**src/rtl/ctrl_pipe.sv**
```systemverilog
// Control pipeline for a 4-bit-opcode core: opcode decode, a STAGES-deep chain of
// control registers with stall/flush, a halt drain FSM and a retired-instruction counter.

package ctrl_pipe_pkg;

    localparam int unsigned OP_W    = 4;
    localparam int unsigned ALUOP_W = 3;

    localparam logic [OP_W-1:0] OP_ADD = 4'b0000;
    localparam logic [OP_W-1:0] OP_SUB = 4'b0001;
    localparam logic [OP_W-1:0] OP_XOR = 4'b0010;
    localparam logic [OP_W-1:0] OP_SLL = 4'b0100;
    localparam logic [OP_W-1:0] OP_SRA = 4'b0101;
    localparam logic [OP_W-1:0] OP_ROR = 4'b0110;
    localparam logic [OP_W-1:0] OP_LW  = 4'b1000;
    localparam logic [OP_W-1:0] OP_SW  = 4'b1001;
    localparam logic [OP_W-1:0] OP_LLB = 4'b1010;
    localparam logic [OP_W-1:0] OP_LHB = 4'b1011;
    localparam logic [OP_W-1:0] OP_B   = 4'b1100;
    localparam logic [OP_W-1:0] OP_BR  = 4'b1101;
    localparam logic [OP_W-1:0] OP_PCS = 4'b1110;
    localparam logic [OP_W-1:0] OP_HLT = 4'b1111;

    typedef enum logic [1:0] {
        ST_RUN    = 2'd0,
        ST_DRAIN  = 2'd1,
        ST_HALTED = 2'd2
    } state_t;

    // Full control bundle carried by stages 1..STAGES-1
    typedef struct packed {
        logic               valid;
        logic               hlt;
        logic [ALUOP_W-1:0] alu_op;
        logic               alu_src;
        logic               load_partial;
        logic               flag_nv_en;
        logic               flag_z_en;
        logic               branch;
        logic               branch_reg;
        logic               mem_read;
        logic               mem_write;
        logic               reg_write;
        logic               mem_to_reg;
        logic               save_pc;
    } ctrl_t;

    // Write-back stage only needs the tail of the bundle
    typedef struct packed {
        logic valid;
        logic hlt;
        logic reg_write;
        logic mem_to_reg;
        logic save_pc;
    } wb_t;

    localparam ctrl_t BUBBLE    = '0;
    localparam wb_t   WB_BUBBLE = '0;

    function automatic ctrl_t decode(input logic [OP_W-1:0] op);
        ctrl_t d;
        d              = BUBBLE;
        d.valid        = 1'b1;
        d.hlt          = (op == OP_HLT);
        d.alu_op       = op[3] ? '0 : op[ALUOP_W-1:0];
        d.alu_src      = op[3] | (op == OP_SLL) | (op == OP_SRA) | (op == OP_ROR);
        d.load_partial = (op == OP_LLB) | (op == OP_LHB);
        d.flag_nv_en   = (op == OP_ADD) | (op == OP_SUB);
        d.flag_z_en    = (op == OP_ADD) | (op == OP_SUB) | (op == OP_XOR) |
                         (op == OP_SLL) | (op == OP_SRA) | (op == OP_ROR);
        d.branch       = (op == OP_B) | (op == OP_BR);
        d.branch_reg   = (op == OP_BR);
        d.mem_read     = (op == OP_LW);
        d.mem_write    = (op == OP_SW);
        d.reg_write    = ~op[3] | (op == OP_LW) | (op == OP_LLB) |
                         (op == OP_LHB) | (op == OP_PCS);
        d.mem_to_reg   = (op == OP_LW);
        d.save_pc      = (op == OP_PCS);
        return d;
    endfunction

endpackage

module ctrl_pipe
    import ctrl_pipe_pkg::*;
#(
    parameter int unsigned STAGES = 3,
    parameter int unsigned CNT_W  = 16
) (
    input  logic             clk,
    input  logic             rst_n,
    input  logic [3:0]       opcode,
    input  logic             in_valid,
    input  logic             stall,
    input  logic             flush,
    output logic             accept,
    output logic [2:0]       ex_alu_op,
    output logic             ex_alu_src,
    output logic             ex_load_partial,
    output logic             ex_flag_nv_en,
    output logic             ex_flag_z_en,
    output logic             ex_branch,
    output logic             ex_branch_reg,
    output logic             mem_read,
    output logic             mem_write,
    output logic             wb_reg_write,
    output logic             wb_mem_to_reg,
    output logic             wb_save_pc,
    output logic             halted,
    output logic [CNT_W-1:0] retired
);

    localparam int unsigned PIPE_N  = STAGES - 1;
    localparam int unsigned MEM_IDX = STAGES - 2;

    state_t state_q;
    state_t state_d;
    logic   halted_d;
    logic   run_c;

    ctrl_t  pipe_q [PIPE_N];
    ctrl_t  pipe_d [PIPE_N];
    ctrl_t  s1_d;
    ctrl_t  s2_d;
    wb_t    last_q;
    wb_t    last_d;

    assign accept = in_valid & ~stall & ~flush & run_c;

    // Stage 1/2 steering: flush kills stage 1 outright, stall holds it and feeds a bubble onward
    always_comb begin
        s1_d = BUBBLE;
        s2_d = pipe_q[0];
        if (flush) begin
            s1_d = BUBBLE;
            s2_d = BUBBLE;
        end else if (stall) begin
            s1_d = pipe_q[0];
            s2_d = BUBBLE;
        end else if (accept) begin
            s1_d = decode(opcode);
        end
    end

    assign pipe_d[0] = s1_d;
    assign pipe_d[1] = s2_d;

    for (genvar g = 2; g < PIPE_N; g++) begin : g_shift
        assign pipe_d[g] = pipe_q[g-1];
    end

    always_comb begin
        last_d            = WB_BUBBLE;
        last_d.valid      = pipe_q[MEM_IDX].valid;
        last_d.hlt        = pipe_q[MEM_IDX].hlt;
        last_d.reg_write  = pipe_q[MEM_IDX].reg_write;
        last_d.mem_to_reg = pipe_q[MEM_IDX].mem_to_reg;
        last_d.save_pc    = pipe_q[MEM_IDX].save_pc;
    end

    always_ff @(posedge clk or negedge rst_n) begin
        if (!rst_n) begin
            pipe_q <= '{default: '0};
            last_q <= WB_BUBBLE;
        end else begin
            pipe_q <= pipe_d;
            last_q <= last_d;
        end
    end

    // Bubbles carry all-zero controls, so outputs come straight off the stage registers
    assign ex_alu_op       = pipe_q[0].alu_op;
    assign ex_alu_src      = pipe_q[0].alu_src;
    assign ex_load_partial = pipe_q[0].load_partial;
    assign ex_flag_nv_en   = pipe_q[0].flag_nv_en;
    assign ex_flag_z_en    = pipe_q[0].flag_z_en;
    assign ex_branch       = pipe_q[0].branch;
    assign ex_branch_reg   = pipe_q[0].branch_reg;
    assign mem_read        = pipe_q[MEM_IDX].mem_read;
    assign mem_write       = pipe_q[MEM_IDX].mem_write;
    assign wb_reg_write    = last_q.reg_write;
    assign wb_mem_to_reg   = last_q.mem_to_reg;
    assign wb_save_pc      = last_q.save_pc;

    always_ff @(posedge clk or negedge rst_n) begin
        if (!rst_n) begin
            retired <= '0;
        end else if (last_q.valid) begin
            retired <= retired + CNT_W'(1);
        end
    end

    // Halt FSM: state register
    always_ff @(posedge clk or negedge rst_n) begin
        if (!rst_n) begin
            state_q <= ST_RUN;
            halted  <= 1'b0;
        end else begin
            state_q <= state_d;
            halted  <= halted_d;
        end
    end

    // Halt FSM: next state; a flush only rescues the HLT while it still sits in stage 1
    always_comb begin
        state_d = state_q;
        case (state_q)
            ST_RUN: begin
                if (accept && (opcode == OP_HLT)) state_d = ST_DRAIN;
            end
            ST_DRAIN: begin
                if (last_q.valid && last_q.hlt) begin
                    state_d = ST_HALTED;
                end else if (flush && pipe_q[0].valid && pipe_q[0].hlt) begin
                    state_d = ST_RUN;
                end
            end
            ST_HALTED: state_d = ST_HALTED;
            default:   state_d = ST_RUN;
        endcase
    end

    // Halt FSM: outputs
    always_comb begin
        run_c    = (state_q == ST_RUN);
        halted_d = (state_d == ST_HALTED);
    end

endmodule

```
**config.mk**
```make
export PLATFORM = sky130hd
export DESIGN_NAME = ctrl_pipe
export DESIGN_NICKNAME = d
export VERILOG_FILES = /design/src/rtl/ctrl_pipe.sv
export SDC_FILE = /design/constraint.sdc
export NUM_CORES = 1
export LEC_CHECK = 0
export ABC_AREA = 1
export CORE_MARGIN = 4
export CORE_UTILIZATION = 30
export CTS_CLUSTER_SIZE = 10
export DETAILED_ROUTE_END_ITERATION = 6
export HOLD_SLACK_MARGIN = 0.15
export PLACE_DENSITY_LB_ADDON = 0.05
export SYNTH_ARGS = -nofsm -noshare
export SYNTH_HDL_FRONTEND = slang
export SYNTH_SLANG_ARGS = --single-unit
```
**constraint.sdc**
```tcl
create_clock -name clk -period 1.35 [get_ports clk]
set_input_delay 0.3375 -clock clk [delete_from_list [all_inputs] [get_ports clk]]
set_output_delay 0.3375 -clock clk [all_outputs]
set_load 0.02 [all_outputs]
```
==> results of run 1 <==
[power by group through the flow]
stage,clock (mW),combinational (mW),sequential [mW]
3_5_place_dp,0,0.521,1.48
4_1_cts,0.906,0.504,1.45
6_report,0.843,0.481,1.45
2_1_floorplan,0,0.130,1.56
3_3_place_gp,0,0.522,1.48
5_1_grt,0.971,0.534,1.46
[area by class of cell]
cell class	count	area [um2]
timing repair buffer	75	606
fill	633	3380
inverter	27	101
multi-input combinational	126	666
clock buffer	5	68.8
sequential	45	1130
clock inverter	3	21.3
tap	75	93.8
[cells in the mapped netlist]
library cell,n
xnor2_1,2
o31ai_1,2
nand4_1,2
xor2_1,8
nor2_2,5
nand3_1,11
nor2_1,17
clkinv_1,1
o22ai_1,2
a21oi_1,1
nand2_2,1
mux2_2,1
nor3_1,2
nand3_2,1
buf_4,3
nand2_4,1
nor2_4,3
dfrtp_1,45
o21ai_0,11
ha_1,1
inv_1,26
o211ai_1,1
clkbuf_1,1
nand3b_1,1
nand2_1,50
nor3b_1,2
o21ai_1,1
[what timing repair did]
item                                    CTS  global route
hold buffers                              1             0
resized for setup                        65            26
endpoints found under the setup margin   32            26
pin swaps                                 1             0
endpoints found under the hold margin    45             0
gates cloned                              0             0
[logic make-up (layout without fill, tap and decap cells)]
group | after synthesis | count (layout) | synth area share [%]
compound gates | 18 | 18 | 5.24
xor+xnor | 10 | 10 | 4.59
fa+ha+maj | 1 | 1 | 0.655
buf+inv | 31 | 110 | 6.68
flops | 45 | 45 | 59.0
mux | 1 | 1 | 0.590
simple gates | 96 | 96 | 23.3
[stage by stage]
step / hold slack [ns] / cells / cell area, um2 / utilization, %
after floorplan: 0.0419 / 202 / 1910 / -
after global placement: 0.332 / 347 / 2640 / 43.6
after detailed placement: 0.336 / 347 / 2640 / 43.6
after CTS: 0.359 / 356 / 2730 / 45.1
after global routing: 0.376 / 356 / 2680 / 44.3
final: 0.356 / 356 / 2680 / 44.3
[layer usage]
layer | GRT usage, % | vias up
met2 | 18.5 | 34
li1 | - | 780
met5 | 0 | -
met4 | 3.35 | 0
met3 | 2.92 | 7
met1 | 15.1 | 663
[path summary, 6_finish.rpt]
| path | startpoint | endpoint |
|---|---|---|
| max | state_q[1] | accept |
| min | last_d[0] | wb_save_pc |
| max reg2reg | retired[0] | retired[10] |
| min reg2reg | last_d[0] | wb_save_pc |
| max in group asynchronous | rst_n | retired[10] |
| min in group asynchronous | rst_n | halted |
==> results.cfg, run 1 <==
[status]
status = finished with violations
violations = negative setup slack

[critical_path]
critical_path_depth = 4
crit_slowest_cell = dfrtp_1
path_buf_inv = 1
crit_fanout = 2
timing.critical_path.cells = nor2_4, nand2_2, nor2_4, buf_6
reg2reg_slack_ns = 0.11
path_class = reg2out
worstRegToRegCells = 5
path_delay_family = flip-flops
endpoint_kind = primary output
critical_path_required_ns = 1.01
start_kind = flip-flop
slowest_delay_ns = 0.42
cp.arrival_ns = 1.13
crit_top_cell = nor2_4

[clock_network]
clk_pin_slew_ns = 0.09
cts_tree = yes
htree_levels = 2
cts_buffers = 5
clock_latency_ns = 0.30
clkSinkCount = 45
clockBufferDepth = 2
cts_setup_buffers = 0
cts_root_buf = clkbuf_8

[synth]
synth_top_area_cell = dfrtp_1
ys_seq_area_share_pct = 59.0
ys_ff_latch = 45
syn_inst = 202
netlist_area_mm2 = 0.00191
ys_types = 27
yosys_warnings = 0
ys_top_cells_by_area = dfrtp_1 59%, nand2_1 9.8%, inv_1 5.1%
synth_top_area_share_pct = 59.0
syn-num-nets = 212
synth_area_per_cell_um2 = 9.45

[placed_design]
preCtsSetupSlack_ns = -0.714
dp_hpwl_mm = 2.97
gp_congestion = 0.764
port_buffers = 40

[global_route]
grt_max_degree = 46
grt-ovfl-total = 0
grtUsageTotal_pct = 11.4
antenna_found_initial = 0
grt_pass1_wl_mm = 6.81
first_global_vias = 1522

[timing]
setup_ws_ns = -0.118
clock.fmax_mhz = 681
timing.final.crit_share_pct = 109
finalClockSkew_ns = 0.0126
max_slew_margin_pct = 83.0
setup_tns_ns = -0.118
hold_viol = 0
fin_crit_ns = 1.47
grt_setup_unrepaired = true
tightestPinTransition_ns = 0.254
setup_viol = 1
maxSlewViolCount = 0

[floorplan]
core_mm2 = 0.00606
fp-row-count = 28
die-width_um = 87.8
start_util_pct = 31.5
fp.dieH_um = 87.8
io_pins = 41
dieArea_mm2 = 0.00770

[route]
wl_per_cell_um = 10.9
drt-pass1-iter-count = 4
drcViolationCount = 0
initialDrtViolationCount = 38
routed_wl_mm = 3.88
met3_wirelength_um = 217
routed.top_layer = met4
met2_length_mm = 1.83
m1WireLength_mm = 1.78
viasPerCell = 4.17
num_vias = 1484
ant_nets = 0

[power]
power_frac_clock_pct = 30.3
powerDensity_mw_per_mm2 = 1040
seqPwrFrac_pct = 52.3
comb_power_share_pct = 17.3
max-vdd-ir-drop_v = 0.000386
power.switching_uw = 772
p_leak_nw = 1.38
p_int_mw = 2.00
power_mw = 2.78
switching_share_pct = 27.8

[cells_and_area]
top_register = retired
largest_register_ff_count = 16
layout_common_cells = 49 x nand2_1, 45 x dfrtp_1, 33 x buf_4
layout-drive-gt1-share_pct = 27.0
syn2layout_area_growth_pct = 40.5
layout_commonest_cell = nand2_1
fin_nets = 290
antenna_cells = 0

[worst_hold_path]
holdPathStages = 0
holdCritPathClass = reg2reg

[flow_run]
maxCapViolations = 0
Note: power is estimated with default switching activity, not from simulation.
==> run 2, diff against run 1 <==
--- a/config.mk
+++ b/config.mk
@@ -6,8 +6,9 @@
 export NUM_CORES = 1
 export LEC_CHECK = 0
 export ABC_AREA = 1
+export CAP_MARGIN = 5
 export CORE_MARGIN = 4
-export CORE_UTILIZATION = 30
+export CORE_UTILIZATION = 38
 export CTS_CLUSTER_SIZE = 10
 export DETAILED_ROUTE_END_ITERATION = 6
 export HOLD_SLACK_MARGIN = 0.15
==> run 2 against run 1 <==
The run still ends with negative setup slack left. Design area fell by 1.8%. Combinational power rose by 1%. Flip-flop and latch count stayed put. Cell count shrank 3.1%. Clock power fell by 4.6%. Critical path depth unchanged. Wire length is 5.5% lower. Power shrank 1.1%. First-iteration DRC count rose by 29%. Utilization increased by 11 points. Critical path type unchanged. Largest power group unchanged. Highest routed layer unchanged.
==> results.cfg, run 2 (synthesized netlist as in run 1, its figures left out) <==
[status]
status = finished with violations
violations = negative setup slack

[worst_hold_path]
holdPathStages = 4
holdCritPathClass = in2reg
min_from = stall
min_to = last_d[2]

[critical_path]
reg2reg_slack_ns = 0.08
critical_path_depth = 4
slowest_delay_ns = 0.39
start_kind = flip-flop
path_class = reg2out
r2r-end = retired[10]
worstReg2RegStart = retired[0]
crit_fanout = 2
cp.arrival_ns = 1.15
endpoint_kind = primary output
worstRegToRegCells = 5
critical_path_required_ns = 1.01
timing.critical_path.cells = nor2_2, nand2_2, nor2_4, buf_6
crit_slowest_cell = dfrtp_1
path_delay_family = flip-flops
path_buf_inv = 1

[timing]
hold-worst-slack_ns = 0.331
max_slew_margin_pct = 83.7
tightestPinTransition_ns = 0.243
clock.fmax_mhz = 672
fin_crit_ns = 1.49
timing.final.crit_share_pct = 110
grt_setup_unrepaired = true
maxSlewViolCount = 0
setup_ws_ns = -0.138
finalClockSkew_ns = 0.00230
setup_viol = 1
setup_tns_ns = -0.138
hold_viol = 0

[global_route]
grt_max_degree = 46
grt-ovfl-total = 0
antenna_found_initial = 0
grtUsageTotal_pct = 13.1
grt_pass1_wl_mm = 6.49
first_global_vias = 1498

[placed_design]
preCtsSetupSlack_ns = -0.699
dp_hpwl_mm = 2.79
port_buffers = 40
dp_cells = 335
gp_congestion = 0.795

[clock_network]
clkSinkCount = 45
cts_tree = yes
cts_root_buf = clkbuf_8
clock_latency_ns = 0.29
clockBufferDepth = 2
clk_pin_slew_ns = 0.08
cts_buffers = 5
htree_levels = 2

[route]
viasPerCell = 4.35
num_vias = 1501
ant_nets = 0
drcViolationCount = 0
routed_wl_mm = 3.67
initialDrtViolationCount = 49
wl_per_cell_um = 10.6
drt-pass1-iter-count = 4

[power]
powerDensity_mw_per_mm2 = 1040
comb_power_share_pct = 17.8
max-vdd-ir-drop_v = 0.000645
p_leak_nw = 1.37
switching_share_pct = 27.1
p_int_mw = 2.00
power.switching_uw = 744
power_frac_clock_pct = 29.3
seqPwrFrac_pct = 53.0

[cells_and_area]
antenna_cells = 0
layout_commonest_cell = nand2_1
nFillCells = 444
layout-drive-gt1-share_pct = 25.9
largest_register_ff_count = 16
syn2layout_area_growth_pct = 38.0
instances_no_fill = 345
top_register = retired
fin_nets = 287
layout_common_cells = 49 x nand2_1, 45 x dfrtp_1, 30 x buf_4

[floorplan]
core_mm2 = 0.00479
die-width_um = 78.9
fp.dieH_um = 78.9
io_pins = 41
dieArea_mm2 = 0.00622
fp-row-count = 25
start_util_pct = 39.9

[flow_run]
maxCapViolations = 0
-- run 2: cell types whose count changed in the layout (fill, tap and decap cells not counted), sizes merged --
cell	before	now
clkdlybuf4s15	17	14
dlymetal6s2s	0	1
inv	27	26
buf	36	33
clkinv	2	3
clkbuf	19	21
-- run 2: layout make-up --
type / count / area [um2] / area share [%]
inverter: 27 / 101 / 3.85
sequential: 45 / 1130 / 42.7
multi-input combinational: 126 / 663 / 25.2
clock buffer: 5 / 68.8 / 2.61
timing repair buffer: 72 / 574 / 21.8
clock inverter: 3 / 17.5 / 0.665
tap: 67 / 83.8 / 3.18
-- run 2: power by group through the flow --
stage          Clock [mW]  Sequential, mW  Combinational, mW
6_report            0.804            1.45              0.488
5_1_grt             0.908            1.47              0.539
4_1_cts             0.843            1.46              0.474
3_5_place_dp            0            1.48              0.491
3_3_place_gp            0            1.48              0.487
2_1_floorplan           0            1.56              0.130
-- run 2: worst register-to-register path, delay by kind of cell (launching register included) --
kind          cells  cell delay [ns]
simple gates      3             0.45
flops             1             0.39
fa+ha+maj         1             0.20
xor+xnor          1             0.13
-- run 2: timing repair --
| item | in CTS | in global routing |
|---|---|---|
| hold endpoints to repair | 45 | 0 |
| buffers inserted | 0 | 1 |
| endpoints found under the setup margin | 32 | 26 |
| hold buffers | 1 | 0 |
| resized for setup | 62 | 27 |
| pin swaps | 2 | 3 |
-- run 2: metrics by stage --
stage	instance area [um2]	total power, mW	util, %
floorplan	1910	1.69	-
global placement	2600	1.97	54.3
detailed placement	2600	1.98	54.3
CTS	2690	2.77	56.2
global route	2640	2.91	55.1
finish	2640	2.75	55.1
-- run 2: worst max-delay path by stage --
stage               start     endpoint
2_1_floorplan  retired[0]  retired[12]
3_3_place_gp        stall       accept
3_5_place_dp        stall       accept
4_1_cts        state_q[1]       accept
5_1_grt        state_q[0]       accept
6_report       state_q[0]       accept
-- run 2: routing by layer --
metal  routed length [um]  GRT usage (%)  share of wire, %
met3                  180           3.29               4.9
met1                 1660           15.8                45
met4                   71           5.67               1.9
met5                    0              0                 0
met2                 1750           22.2                48
